File: config.mk
export PLATFORM = sky130hd
export DESIGN_NAME = filter_tap_loader
export DESIGN_NICKNAME = d
export VERILOG_FILES = /design/src/rtl/filter_msg_pkg.sv /design/src/rtl/filter_tap_bank.sv /design/src/rtl/filter_tap_loader.sv
export SDC_FILE = /design/constraint.sdc
export NUM_CORES = 1
export LEC_CHECK = 0
export CAP_MARGIN = 5
export CORE_MARGIN = 8
export CORE_UTILIZATION = 55
export CTS_BUF_LIST = sky130_fd_sc_hd__clkbuf_16
export DETAILED_ROUTE_END_ITERATION = 10
export PLACE_DENSITY = 0.74
export SLEW_MARGIN = 20
export SYNTH_ARGS = -nofsm -noshare
export SYNTH_HDL_FRONTEND = slang
export SYNTH_SLANG_ARGS = --single-unit
File: constraint.sdc
create_clock -name clk -period 2.1 [get_ports clk]
set_input_delay 0.525 -clock clk [delete_from_list [all_inputs] [get_ports clk]]
set_output_delay 0.525 -clock clk [all_outputs]
set_load 0.005 [all_outputs]
File: src/rtl/filter_msg_pkg.sv
// Message-bus definitions shared by the FIR tap loader: FSM encoding and word builders.
// `MSG_WIDTH defaults to 32 when the build does not supply it.
`ifndef MSG_WIDTH
`define MSG_WIDTH 32
`endif

package filter_msg_pkg;

  localparam int MsgWidth    = `MSG_WIDTH;
  localparam int MSG_HDR_BIT = MsgWidth - 1;

  typedef enum logic [1:0] {StIdle, StHdr, StTap, StWait} fsm_state_e;

  // What the gap counter releases once it expires.
  typedef enum logic [1:0] {NxTap, NxDone, NxHdr} gap_next_e;

  function automatic logic [MsgWidth-1:0] build_hdr(input logic [MsgWidth-2:0] id);
    return {1'b1, id};
  endfunction

  // raw holds a width-bit signed tap in its low bits; the header bit stays clear.
  function automatic logic [MsgWidth-1:0] build_tap(input logic [MsgWidth-2:0] raw,
                                                    input int width);
    logic [MsgWidth-1:0] w;
    logic                sgn;
    sgn = 1'b0;
    for (int i = 0; i < MsgWidth - 1; i++) begin
      if (i == width - 1) sgn = raw[i];
    end
    w = '0;
    for (int i = 0; i < MsgWidth - 1; i++) begin
      w[i] = (i < width) ? raw[i] : sgn;
    end
    return w;
  endfunction

endpackage

File: src/rtl/filter_tap_bank.sv
// Shadow/active coefficient banks: host writes land in shadow, snap_i copies shadow to active,
// and the packet sequencer reads active through an indexed mux.
module filter_tap_bank #(
  parameter int unsigned TapWidth = 16,
  parameter int unsigned FltLen   = 10,
  localparam int unsigned AddrW   = $clog2(FltLen)
) (
  input  logic                clk_i,
  input  logic                rst_ni,
  input  logic                wr_en_i,
  input  logic [AddrW-1:0]    wr_addr_i,
  input  logic [TapWidth-1:0] wr_data_i,
  input  logic                snap_i,
  input  logic [AddrW-1:0]    rd_addr_i,
  output logic [TapWidth-1:0] rd_data_o
);

  logic [TapWidth-1:0] shadow_q [FltLen];
  logic [TapWidth-1:0] shadow_d [FltLen];
  logic [TapWidth-1:0] active_q [FltLen];
  logic [TapWidth-1:0] active_d [FltLen];

  // Snapshot takes the pre-edge shadow, so a same-cycle write is not captured.
  always_comb begin
    shadow_d = shadow_q;
    active_d = active_q;
    if (snap_i) active_d = shadow_q;
    if (wr_en_i && (32'(wr_addr_i) < FltLen)) shadow_d[wr_addr_i] = wr_data_i;
  end

  always_ff @(posedge clk_i or negedge rst_ni) begin
    if (!rst_ni) begin
      for (int i = 0; i < int'(FltLen); i++) begin
        shadow_q[i] <= '0;
        active_q[i] <= '0;
      end
    end else begin
      shadow_q <= shadow_d;
      active_q <= active_d;
    end
  end

  assign rd_data_o = active_q[rd_addr_i];

endmodule

File: src/rtl/filter_tap_loader.sv
// Tap-setting packet sequencer: on commit, emits a header then FLTLEN tap words with GAP idle
// cycles after each word. Optional checking is enabled by FILTER_TAPLOAD_CHECK_EN.
module filter_tap_loader
  import filter_msg_pkg::*;
#(
  parameter int unsigned TAPWIDTH  = 16,
  parameter int unsigned FLTLEN    = 10,
  parameter int unsigned ID_WIDTH  = 8,
  parameter int unsigned GAP       = 0,
  localparam int unsigned LOG_FLTLEN = $clog2(FLTLEN)
) (
  input  logic                  clk,
  input  logic                  rst_n,
  input  logic                  wr_en,
  input  logic [LOG_FLTLEN-1:0] wr_addr,
  input  logic [TAPWIDTH-1:0]   wr_data,
  input  logic                  commit,
  input  logic [ID_WIDTH-1:0]   commit_id,
  output logic                  busy,
  output logic [MsgWidth-1:0]   out_msg,
  output logic                  out_msg_nd,
  output logic                  done,
  output logic                  error
);

  localparam int unsigned PayW    = MsgWidth - 1;
  localparam logic [7:0]  GapInit = (GAP > 0) ? 8'(GAP - 1) : 8'd0;

  fsm_state_e            state_q, state_d;
  gap_next_e             nxt_q, nxt_d;
  logic [LOG_FLTLEN-1:0] idx_q, idx_d;
  logic                  last_q, last_d;
  logic [7:0]            gap_q, gap_d;
  logic                  pend_q, pend_d;
  logic [ID_WIDTH-1:0]   pend_id_q, pend_id_d;
  logic [MsgWidth-1:0]   out_msg_q, out_msg_d;
  logic                  nd_q, nd_d;
  logic                  busy_q, busy_d;
  logic                  done_q, done_d;
  logic                  err_q, err_d;

  logic                  go_hdr, go_tap, go_wait, go_done, snap;
  logic [ID_WIDTH-1:0]   hdr_id;
  gap_next_e             wait_nxt;
  logic [TAPWIDTH-1:0]   rd_data;
  logic [MsgWidth-1:0]   tap_word;

  filter_tap_bank #(
    .TapWidth (TAPWIDTH),
    .FltLen   (FLTLEN)
  ) u_bank (
    .clk_i     (clk),
    .rst_ni    (rst_n),
    .wr_en_i   (wr_en),
    .wr_addr_i (wr_addr),
    .wr_data_i (wr_data),
    .snap_i    (snap),
    .rd_addr_i (idx_q),
    .rd_data_o (rd_data)
  );

  assign tap_word = build_tap(PayW'(rd_data), int'(TAPWIDTH));

  always_comb begin
    state_d   = state_q;
    nxt_d     = nxt_q;
    idx_d     = idx_q;
    last_d    = last_q;
    gap_d     = gap_q;
    pend_d    = pend_q;
    pend_id_d = pend_id_q;
    out_msg_d = '0;
    nd_d      = 1'b0;
    done_d    = 1'b0;
    go_hdr    = 1'b0;
    go_tap    = 1'b0;
    go_wait   = 1'b0;
    go_done   = 1'b0;
    snap      = 1'b0;
    hdr_id    = pend_id_q;
    wait_nxt  = NxTap;

    if (commit && busy_q && !pend_q) begin
      pend_d    = 1'b1;
      pend_id_d = commit_id;
    end

    // StIdle with done_q set is the done cycle: still busy, and it launches any queued packet.
    unique case (state_q)
      StIdle: begin
        if (!done_q) begin
          if (commit) begin
            go_hdr = 1'b1;
            hdr_id = commit_id;
          end
        end else if (pend_q || commit) begin
          if (GAP == 0) begin
            go_hdr = 1'b1;
            hdr_id = pend_q ? pend_id_q : commit_id;
          end else begin
            go_wait  = 1'b1;
            wait_nxt = NxHdr;
          end
        end
      end
      StHdr: begin
        if (GAP == 0) go_tap = 1'b1;
        else begin
          go_wait  = 1'b1;
          wait_nxt = NxTap;
        end
      end
      StTap: begin
        if (GAP == 0) begin
          go_done = last_q;
          go_tap  = !last_q;
        end else begin
          go_wait  = 1'b1;
          wait_nxt = last_q ? NxDone : NxTap;
        end
      end
      StWait: begin
        if (gap_q != 8'd0) gap_d = gap_q - 8'd1;
        else begin
          unique case (nxt_q)
            NxTap:   go_tap  = 1'b1;
            NxHdr:   go_hdr  = 1'b1;
            default: go_done = 1'b1;
          endcase
        end
      end
      default: state_d = StIdle;
    endcase

    if (go_hdr) begin
      state_d   = StHdr;
      out_msg_d = build_hdr(PayW'(hdr_id));
      nd_d      = 1'b1;
      snap      = 1'b1;
      idx_d     = '0;
      last_d    = 1'b0;
      pend_d    = 1'b0;
    end
    if (go_tap) begin
      state_d   = StTap;
      out_msg_d = tap_word;
      nd_d      = 1'b1;
      idx_d     = idx_q + 1'b1;
      last_d    = (idx_q == LOG_FLTLEN'(FLTLEN - 1));
    end
    if (go_wait) begin
      state_d = StWait;
      gap_d   = GapInit;
      nxt_d   = wait_nxt;
    end
    if (go_done) begin
      state_d = StIdle;
      done_d  = 1'b1;
    end

    busy_d = (state_d != StIdle) || done_d;

`ifdef FILTER_TAPLOAD_CHECK_EN
    err_d = err_q | (commit && busy_q && pend_q) | (wr_en && (32'(wr_addr) >= FLTLEN));
`else
    err_d = 1'b0;
`endif
  end

  always_ff @(posedge clk or negedge rst_n) begin
    if (!rst_n) begin
      state_q   <= StIdle;
      nxt_q     <= NxTap;
      idx_q     <= '0;
      last_q    <= 1'b0;
      gap_q     <= '0;
      pend_q    <= 1'b0;
      pend_id_q <= '0;
      out_msg_q <= '0;
      nd_q      <= 1'b0;
      busy_q    <= 1'b0;
      done_q    <= 1'b0;
      err_q     <= 1'b0;
    end else begin
      state_q   <= state_d;
      nxt_q     <= nxt_d;
      idx_q     <= idx_d;
      last_q    <= last_d;
      gap_q     <= gap_d;
      pend_q    <= pend_d;
      pend_id_q <= pend_id_d;
      out_msg_q <= out_msg_d;
      nd_q      <= nd_d;
      busy_q    <= busy_d;
      done_q    <= done_d;
      err_q     <= err_d;
    end
  end

  assign busy       = busy_q;
  assign out_msg    = out_msg_q;
  assign out_msg_nd = nd_q;
  assign done       = done_q;
  assign error      = err_q;

endmodule
==> results of run 1 <==
state kept, by name, indices dropped and copies added, names as in the netlist:
name	count
u_bank.active_q	160
u_bank.shadow_q	160
last_q	1
pend_id_q	8
out_msg	17
busy	1
idx_q	4
out_msg_nd	1
gap_q	8
done	1
pend_q	1
state_q	2
Yosys cell counts, drive strengths merged, types with 4 or more instances:
master  number
dfrtp      364
clkbuf      26
o221ai       8
o22ai        8
nand3b       6
ha           4
a32oi        8
nand2      489
mux4        32
nor2        10
inv          7
mux2i       35
mux2       168
o21ai        4
nand3        7
buf         71
xnor2        7
metrics by stage:
| step | TNS (ns) | util | std cells |
|---|---|---|---|
| 2_1_floorplan | 0 | - | 1278 |
| 3_3_place_gp | -7.70 | 0.617 | 1655 |
| 3_5_place_dp | -8.90 | 0.617 | 1655 |
| 4_1_cts | 0 | 0.659 | 1725 |
| 5_1_grt | -0.102 | 0.660 | 1726 |
| 6_report | 0 | 0.660 | 1726 |
logic make-up (layout without fill, tap and decap cells):
| family | after synthesis | after routing | synth area share |
|---|---|---|---|
| adder cells (fa/ha/maj) | 4 | 4 | 0.00332 |
| flip-flops | 364 | 364 | 0.605 |
| XOR/XNOR | 7 | 7 | 0.00407 |
| buffers and inverters | 104 | 210 | 0.0337 |
| other | 1 | 2 | 0.000249 |
| multiplexers | 235 | 235 | 0.197 |
| AO/OA/AOI/OAI | 33 | 33 | 0.0178 |
| AND/OR/NAND/NOR | 530 | 530 | 0.139 |
power groups by stage:
stage | clock, mW | sequential (mW) | combinational (mW)
6_report | 5.94 | 10.5 | 7.20
5_1_grt | 6.32 | 10.8 | 7.92
4_1_cts | 6.06 | 10.5 | 7.26
3_5_place_dp | 0 | 10.6 | 7.17
3_3_place_gp | 0 | 10.5 | 6.96
2_1_floorplan | 0 | 10.2 | 4.77
tightest hold or removal path: cells and delay by family, from the launching register on:
kind	cells	cell delay, ns
flip-flops	1	0.34
AND/OR/NAND/NOR	2	0.10
area by class of cell:
type                       count  area [µm²]
antenna                        1        2.50
clock buffer                  39         976
clock inverter                28         118
fill                        1926        9170
inverter                       7        28.8
multi-input combinational    810        5470
sequential                   364        9110
tap                          341         427
timing repair buffer         136        1650
routing by layer:
layer / vias to the layer above / share of wire
li1: 4377 / -
met1: 4910 / 0.45
met2: 219 / 0.48
met3: 51 / 0.052
met4: 0 / 0.020
met5: - / 0
worst max path at each step:
stage,from,to,slack [ns],depth (start not counted)
after detailed placement,wr_en,u_bank.shadow_q[144],-0.18,5
after CTS,out_msg[30],out_msg[23],0.01,2
final,out_msg[30],out_msg[15],0.03,2
after floorplan,gap_q[0],out_msg[7],0.24,8
after global placement,wr_en,u_bank.shadow_q[155],-0.15,5
after global routing,out_msg[30],out_msg[28],-0.02,2
repair_timing:
action	CTS	global route
cloned	0	0
hold buffers	1	0
resized for setup	2	8
setup buffers	2	0
setup endpoints to repair	16	17
hold endpoints to repair	33	0
==> flow_summary.toml, run 1 <==
[sta]
min_period_ns = 2.07
setup_violations = 0
fmax_mhz = 482
skew_ns = 0.0162
period_share = 0.988
hold_violations = 0
maxSlewHeadroom = 0.639
setup_slack_ns = 0.0255
worst_slew_pin_slew_ns = 0.540
slew_violations = 0
hold_ws_ns = 0.449

[power]
internal_power_mw = 16.3
pwr-share-seq = 0.445
ir_drop_mv = 0.564
power.switching_mw = 7.38
p_comb_frac = 0.304
p_per_area_nw_per_um2 = 1330
switching_share = 0.312
leakagePower_nw = 8.68
power_mw = 23.7
clkPwrFrac = 0.251

[synthesis]
syn_area_per_cell_um2 = 11.8
synth_edf_count = 0
synthesis.nets = 1314
synth_ff_type = "dfrtp_1"
synth.distinct_cells = 43
synth_cells = 1278
synth_top_cell_area_share = 0.605
async_reset_ff_frac = 1.00
synth_warnings = 0
netlist_area_um2 = 15100
yosysSeqAreaShare = 0.605
synth.ff_latch_count = 364
synth.area.top_cells = "dfrtp_1, mux2_2, nand2_1"
synth_area_leader_cell = "dfrtp_1"

[outcome]
status = "completed"

[hold_path]
min_from = "u_bank.shadow_q[29]"
hold_depth = 2
holdPathEnd = "u_bank.active_q[29]"
hold_class = "reg2reg"

[route]
via_count = 9557
first_pass_iters = 5
wl_per_cell_um = 19.0
wl_um = 32800
drtAntennaViolNets = 0
drc = 0
via_per_inst = 5.54
drt_iter0_drc = 775

[clock_tree]
cts_max_level = 2
clk_pin_slew_ns = 0.06
cts.sinks = 364
cts_tree = "done"
cts_root_buf = "clkbuf_16"
clockBufferDepth = 3
cts_buffers = 37
clk_latency_ns = 0.52

[place]
post-place-ws_ns = -0.175
gp_congestion = 0.766
dpl_cell_area_um2 = 16600
hpwl_um = 20700
port-buffer-count = 66

[setup_path]
critical_path.top_delay_family = "buffers and inverters"
cp_max_fo = 8
cp_slowest_stage_delay_ns = 0.50
critPathSlowestCell = "clkdlybuf4s50_1"
rrSetupSlack_ns = 0.17
cp-end-kind = "output pin"
critical_path_arrival_ns = 1.55
critPathKind = "reg2out"
required_ns = 1.57
path_buf_inv = 2
r2r-end = "out_msg[3]"
reg2reg_from = "gap_q[0]"
worst_setup_path_start_kind = "flip-flop"
rr_worst_depth = 7
cp_cell_sequence = "clkbuf_4 -> clkdlybuf4s50_1"

[grt]
grt_first_pass_wirelength_um = 54000
grt_util_met2 = 0.339
top_usage_layer = "met2"
grt_max_degree = 64
met3_usage = 0.0349
grt_antenna_before_repair = 1
grt_overflow = 0
grt_pass1_vias = 9975
grt.total_usage = 0.204
met1_usage = 0.275

[floorplanning]
ioPinCount = 68
initial_utilization = 0.559
die_w_um = 181
num_rows = 60
die_h_um = 181
fp.dieArea_um2 = 32900
core_um2 = 27000

[final_layout]
nNetsFinal = 1392
drive_gt1_frac = 0.240
fin_area_um2 = 17800
final_cell_mix = "nand2_1, dfrtp_1, mux2_2"
final_common_cell = "nand2_1"
syn2layout_area_growth_pct = 18.1

[job]
cap_viol_max_count = 0
(Power assumes the default switching activity.)
==> inputs of run 2 (changes only) <==
--- a/config.mk
+++ b/config.mk
@@ -5,7 +5,7 @@
 export SDC_FILE = /design/constraint.sdc
 export NUM_CORES = 1
 export LEC_CHECK = 0
-export CAP_MARGIN = 5
+export CAP_MARGIN = 20
 export CORE_MARGIN = 8
 export CORE_UTILIZATION = 55
 export CTS_BUF_LIST = sky130_fd_sc_hd__clkbuf_16
==> results of run 2 <==
No change in the layout: final DEF, timing and power equal those of run 1.
